`config.mk`:
```
export PLATFORM = sky130hd
export DESIGN_NAME = rename_cam
export DESIGN_NICKNAME = d
export VERILOG_FILES = /design/src/rtl/rename_cam.sv
export SDC_FILE = /design/constraint.sdc
export NUM_CORES = 2
export LEC_CHECK = 0
export ABC_AREA = 0
export ABC_CLOCK_PERIOD_IN_PS = 12500
export CAP_MARGIN = 20
export CELL_PAD_IN_SITES_DETAIL_PLACEMENT = 0
export CELL_PAD_IN_SITES_GLOBAL_PLACEMENT = 1
export CORE_MARGIN = 2
export CORE_UTILIZATION = 40
export DETAILED_ROUTE_END_ITERATION = 7
export PLACE_DENSITY = 0.72
export SYNTH_ARGS = -nofsm -noshare
export SYNTH_HDL_FRONTEND = slang
export SYNTH_SLANG_ARGS = --single-unit
```
`constraint.sdc`:
```
create_clock -name clk -period 12.5 [get_ports clk]
set_input_delay 2.5 -clock clk [delete_from_list [all_inputs] [get_ports clk]]
set_output_delay 2.5 -clock clk [all_outputs]
set_load 0.03 [all_outputs]
```
`src/rtl/rename_cam.sv`:
```
// Rename CAM: maps architectural registers to ROB entries, with supersede on
// dispatch, commit invalidation and checkpoint save/restore of the valid vector.
module rename_cam #(
   parameter int DATA   = 5,
   parameter int DEPTH  = 32,
   parameter int WRITE  = 2,
   parameter int READ   = 4,
   parameter int COMMIT = 2,
   parameter int CKPT   = 4,
   localparam int ADDR  = $clog2(DEPTH),
   localparam int CADDR = $clog2(CKPT)
) (
   input  logic                         clk,
   input  logic                         reset,
   input  logic [WRITE-1:0]             we,
   input  logic [WRITE-1:0][DATA-1:0]   wd,
   input  logic [WRITE-1:0][ADDR-1:0]   waddr,
   input  logic [COMMIT-1:0]            ce,
   input  logic [COMMIT-1:0][ADDR-1:0]  caddr,
   input  logic                         flush,
   input  logic                         ckpt_save,
   input  logic [CADDR-1:0]             ckpt_sid,
   input  logic                         ckpt_restore,
   input  logic [CADDR-1:0]             ckpt_rid,
   input  logic [READ-1:0]              re,
   input  logic [READ-1:0][DATA-1:0]    rd,
   output logic [READ-1:0]              match,
   output logic [READ-1:0][ADDR-1:0]    raddr
);

   logic [DATA-1:0]            tag_reg  [DEPTH];
   logic [DATA-1:0]            tag_next [DEPTH];
   logic [DEPTH-1:0]           valid_reg;
   logic [DEPTH-1:0]           valid_next;
   logic [DEPTH-1:0]           valid_upd;
   logic [DEPTH-1:0]           commit_mask;
   logic [CKPT-1:0][DEPTH-1:0] ckpt_reg;
   logic [CKPT-1:0][DEPTH-1:0] ckpt_next;

   always_comb begin
      commit_mask = '0;
      for (int j = 0; j < COMMIT; j++)
         if (ce[j]) commit_mask[caddr[j]] = 1'b1;
   end

   genvar gi;
   generate
      for (gi = 0; gi < DEPTH; gi++) begin : g_entry
         logic            wr_hit;
         logic            wr_valid;
         logic            sup;
         logic [DATA-1:0] wr_tag;

         // Highest writing port owns the entry; it stays invalid if a higher
         // port dispatches the same architectural register elsewhere.
         always_comb begin
            wr_hit   = 1'b0;
            wr_valid = 1'b0;
            sup      = 1'b0;
            wr_tag   = tag_reg[gi];
            for (int k = 0; k < WRITE; k++) begin
               if (we[k] && wd[k] == tag_reg[gi]) sup = 1'b1;
               if (we[k] && waddr[k] == ADDR'(gi)) begin
                  wr_hit   = 1'b1;
                  wr_tag   = wd[k];
                  wr_valid = 1'b1;
                  for (int m = k + 1; m < WRITE; m++)
                     if (we[m] && wd[m] == wd[k]) wr_valid = 1'b0;
               end
            end
         end

         assign valid_upd[gi] = wr_hit ? wr_valid
                                       : (valid_reg[gi] & ~sup & ~commit_mask[gi]);
         assign tag_next[gi]  = (wr_hit && !flush && !ckpt_restore) ? wr_tag : tag_reg[gi];
      end
   endgenerate

   // Checkpoint save captures the vector after restore/writes/commits settle.
   always_comb begin
      valid_next = valid_upd;
      ckpt_next  = ckpt_reg;
      if (flush) begin
         valid_next = '0;
         ckpt_next  = '0;
      end else begin
         for (int s = 0; s < CKPT; s++)
            ckpt_next[s] = ckpt_reg[s] & ~commit_mask;
         if (ckpt_restore)
            valid_next = ckpt_reg[ckpt_rid] & ~commit_mask;
         if (ckpt_save)
            ckpt_next[ckpt_sid] = valid_next;
      end
   end

   always_ff @(posedge clk or posedge reset) begin
      if (reset) begin
         for (int e = 0; e < DEPTH; e++) tag_reg[e] <= '0;
         valid_reg <= '0;
         ckpt_reg  <= '0;
      end else begin
         for (int e = 0; e < DEPTH; e++) tag_reg[e] <= tag_next[e];
         valid_reg <= valid_next;
         ckpt_reg  <= ckpt_next;
      end
   end

   generate
      for (gi = 0; gi < READ; gi++) begin : g_read
         logic            hit;
         logic [ADDR-1:0] idx;

         always_comb begin
            hit = 1'b0;
            idx = '0;
            for (int e = 0; e < DEPTH; e++)
               if (valid_reg[e] && tag_reg[e] == rd[gi]) begin
                  hit = 1'b1;
                  idx = ADDR'(e);
               end
         end

         assign match[gi] = re[gi] & hit;
         assign raddr[gi] = match[gi] ? idx : '0;
      end
   endgenerate

endmodule

```
# Word-level counts from Yosys, hierarchy flattened
# Index checks and enable logic that the tools add are counted.
# totals
elab_cells	1391
reg_bits	320
# op_classes
magnitude_cmp	7
reduce_logical	392
bitwise	139
eq_ne	255
muxes	561
# op_table
op	count
$eq A5 B5 Y1	193
$mux W5	188
$mux W1	359
$logic_and A1 B1 Y1	324
$mux W128	2
$mux W32	7
$and A32 B32 Y32	5
$eq A5 B5 Y1 const B	32
$bwmux W128	1
$eq A5 B4 Y1 const B	16
$and A1 B1 Y1	68
$bmux W32 S2	1
$demux W32 S2	1
$not A1 Y1	64
$reduce_and A2 Y1	32
$reduce_bool A2 Y1	32
$eq A5 B3 Y1 const B	8
$not A32 Y32	1
$or A32 B32 Y32	1
$eq A5 B2 Y1 const B	4
$lt A5 B6 Y1 const B	2
$demux W1 S5	2
$eq A5 B1 Y1 const B	2
$ge A5 B1 Y1 const B	2
4 further kinds	7

# Depth between registers and ports, before layout
# logic_depth
ltp_word	36
depth_mapped	10

# Worst setup path before layout
# Ideal clock, no wire load.
# synth_path
path_type	in2out
startpoint	input port rd[3] in the netlist's numbering
endpoint	output port raddr[0] in the netlist's numbering
arrival_time_ns	4.791
path_slack_ns	5.209
cell_stages	10
required_ns	10.000
cell_sequence	buf_2 > buf_6 > buf_4 > xor2_1 > nor4_1 > and3_1 > a211oi_1 > o31ai_1 > nand4_1 > a311oi_1
# synth_lines
item	line_no	text
start: declaration	26	input logic [READ-1:0][DATA-1:0] rd,
end: declaration	28	output logic [READ-1:0][ADDR-1:0] raddr

==> impl_results.md <==
- CTS Buf Count: 40
- Hpwl dp: ~81,000 um
- Max-slew headroom: 16.2%
- Buffers on Ports: 90
- Slew Viols, Final: 0
- Total power per unit cell area: approximately 110 mW/mm^2
- Type of the worst min-delay path: flip-flop to flip-flop
- Netlist Area Pre-Place: 0.0303 sq mm
- Buffers from clock root to sink, at most: 3
- Die area: 0.0780 sq mm
- # diodes: 0
- # setup viols final: 0
- Largest net degree at the start of global routing: around 150
- Drt first-iter violations: 3,093
- H-tree Lvls: 2
- CP max FO: 32
- Setup total negative slack: 0 ns
- Share of cells above drive strength 1: roughly 7.1%
- # Max-Cap Violations: 0
- Hold Vio Cnt, Final: 0
- CP Launch Type: primary input
- Antenna violations before repair: 3
- Clk_lat worst skew: just under 0.6 ns
- Clock sink count: 320
- Biggest area consumer among synthesized cells: dfrtp_1
- Post-synth EDFFs: 0
- Syn Area/Cell: between 8 and 9 sq um
- Cts hold-fix bufs: 0
- Nets: 3,418
- Final setup margin: between 3 and 4 ns
- Ranking of synthesized cells by area: dfrtp_1 (26%), xor2_1 (21%), xnor2_1 (7.0%)
- Leak Pwr: between 10 and 15 nW
- Num rows: 100
- WL/cell: between 20 and 30 um
- Worst Setup Path Type: primary input to primary output
- Max reg flops: between 150 and 200
- Routed WL: roughly 120,000 um
- Core ar.: ~0.075 sq mm
- Vias: 26,596
- Area of all sequential standard cells: 0.00801 sq mm
- Place WS: roughly 4 ns
- Worst-Margin Slew: approximately 1.2 ns
- Clk pin slew, worst setup/hold paths: about 0.05 ns
- IO Count: 91
- RSZ-0062 raised after global routing: no
- Fill count: 7,523
- Final ANT Viol Nets: 0
- Yosys top cell area share: 26.4%
- GRT Total Usage: 29.8%
- Async set or reset register ratio after synthesis: 100%
- Crit path DAT: 6.00 ns
- Worst vdd ir: between 0.00009 and 0.0001 V
- GRT overflow: 0
- CTS tree: built
- Area of the multi-input gates: around 0.02 sq mm
- Sequential area share after synthesis: 26.4%
- Vias/cell: just over 6
- DR pass1 iterations: 6
- Chip Width: ~280 um
- Post-Syn Nets: 3,626
- Number of distinct library cells after synthesis: slightly above 80
- Synthesis-to-layout area growth: 5.27%
- Crit end category: primary output
- First-pass GRT wire length: 175,000 um
- Initial Util: between 40% and 50%
- Max Clock Freq: between 0.1 and 0.15 GHz
- Critical Path RT: 10.00 ns
- Final clock period utilization by the worst path: 68.0%
- Post-CTS setup buffers: 0
- CTS root buf: clkbuf_16
- GP Congestion: approximately 1.0
- Primary FF master, synth: dfrtp_1
- Minimum clock period: between 8 and 9 ns
- Yosys reg bits: between 300 and 400
- Die Ht: 279 um
- Vias in the first global route: 25,065
- Syn. warnings: 0
- Post_cts resized: 0
- Drt drc: 0
- Post-Syn Instances: about 3,600
- Clock skew: approximately 0.025 ns
- Status: complete, no violations
## worst max-delay path, stage by stage
cell	delay, ns
buf_2	0.08
buf_4	0.58
xor2_1	0.16
nor4_2	0.35
and3_1	0.25
a21oi_1	0.07
a2111oi_0	0.75
a211oi_1	0.20
nor4_2	0.31
clkdlybuf4s50_1	0.73
## per-stage QoR
stage                     cells  instance area, sq um  hold WS, ns  utilization (%)  total power [mW]
after global routing       4349                 31900        0.529             42.7              3.80
after global placement     4277                 30600        0.481             41.0              2.43
after CTS                  4349                 31900        0.500             42.7              3.62
after detailed placement   4278                 30600        0.487             41.0              2.44
after floorplan            3559                 30300        0.463                -              2.17
final                      4349                 31900        0.499             42.7              3.64
## path summary, 6_finish.rpt
kind / start / to / slack [ns] / cells past startpoint
max in group asynchronous: reset / tag_reg[24]$_DFFE_PP0P_ / 7.80 / 4
min: ckpt_reg[91]$_DFF_PP0_ / ckpt_reg[91]$_DFF_PP0_ / 0.50 / 2
max reg2reg: tag_reg[117]$_DFFE_PP0P_ / ckpt_reg[104]$_DFF_PP0_ / 9.28 / 7
min in group asynchronous: reset / ckpt_reg[38]$_DFF_PP0_ / 2.51 / 2
min reg2reg: ckpt_reg[91]$_DFF_PP0_ / ckpt_reg[91]$_DFF_PP0_ / 0.50 / 2
max: rd[18] / raddr[15] / 4.00 / 10
## cells by family after synthesis
logic type	after synthesis	share of synthesized area, %
DFF	320	26.4
muxes	192	7.66
and+or+nand+nor	1042	18.1
buffers and inverters	448	7.63
AOI/OAI and AO/OA	592	12.2
xor gates and xnor gates	965	27.9
## cells in the mapped netlist, drive strengths merged (20+ instances only)
library cell    n
clkbuf        153
inv            52
nand2         356
nand3          98
mux4           32
nor3           29
buf           243
xor2          722
and3          105
o311ai         20
nand4          38
a21oi          84
o21ai         238
xnor2         243
a22oi          29
dfrtp         320
o22ai          66
mux2i         160
nor4          204
a31oi          35
nor2          102
## layer usage
| layer | track usage [%] | vias up | wire (um) |
|---|---|---|---|
| li1 | - | 11890 | - |
| met1 | 44.1 | 13038 | 53500 |
| met2 | 42.6 | 1456 | 48400 |
| met3 | 7.98 | 206 | 13600 |
| met4 | 7.21 | 6 | 2900 |
| met5 | 0 | - | 38 |
## cell type report
class	instances	share of cell area [%]
flip-flops and latches	320	25.1
repair buffers	146	3.70
clock inverters	14	0.377
multi-input cells	2791	62.7
well taps	969	3.80
inverters	52	0.635
clock buffers	57	3.71
## where the power goes
part	switching (mW)	total, mW	internal, mW
sequential	0.359	1.49	1.13
clock	0.497	1.18	0.681
combinational	0.536	0.973	0.437
## cells in the final DEF, fill, tap and decap left out, types with 13 or more instances in the layout
master and n:
nor2b_1 19, nand2b_1 13, o21ai_0 208, a21oi_1 84, o22ai_1 66, nand4_1 38
buf_4 64, mux2i_1 160, xnor2_1 243, nor3_1 24, nor4_1 188, dfrtp_1 320
o311ai_1 17, nand2_1 356, clkdlybuf4s50_1 55, and3_1 102, a31oi_1 35, xor2_1 722
buf_2 25, nand3_1 97, clkbuf_16 40, nor2_1 100, o21ai_1 30, and2_1 15
nor4_2 13, mux4_2 32, a22oi_1 29, inv_1 49
Power figures use the tool's default switching activity.
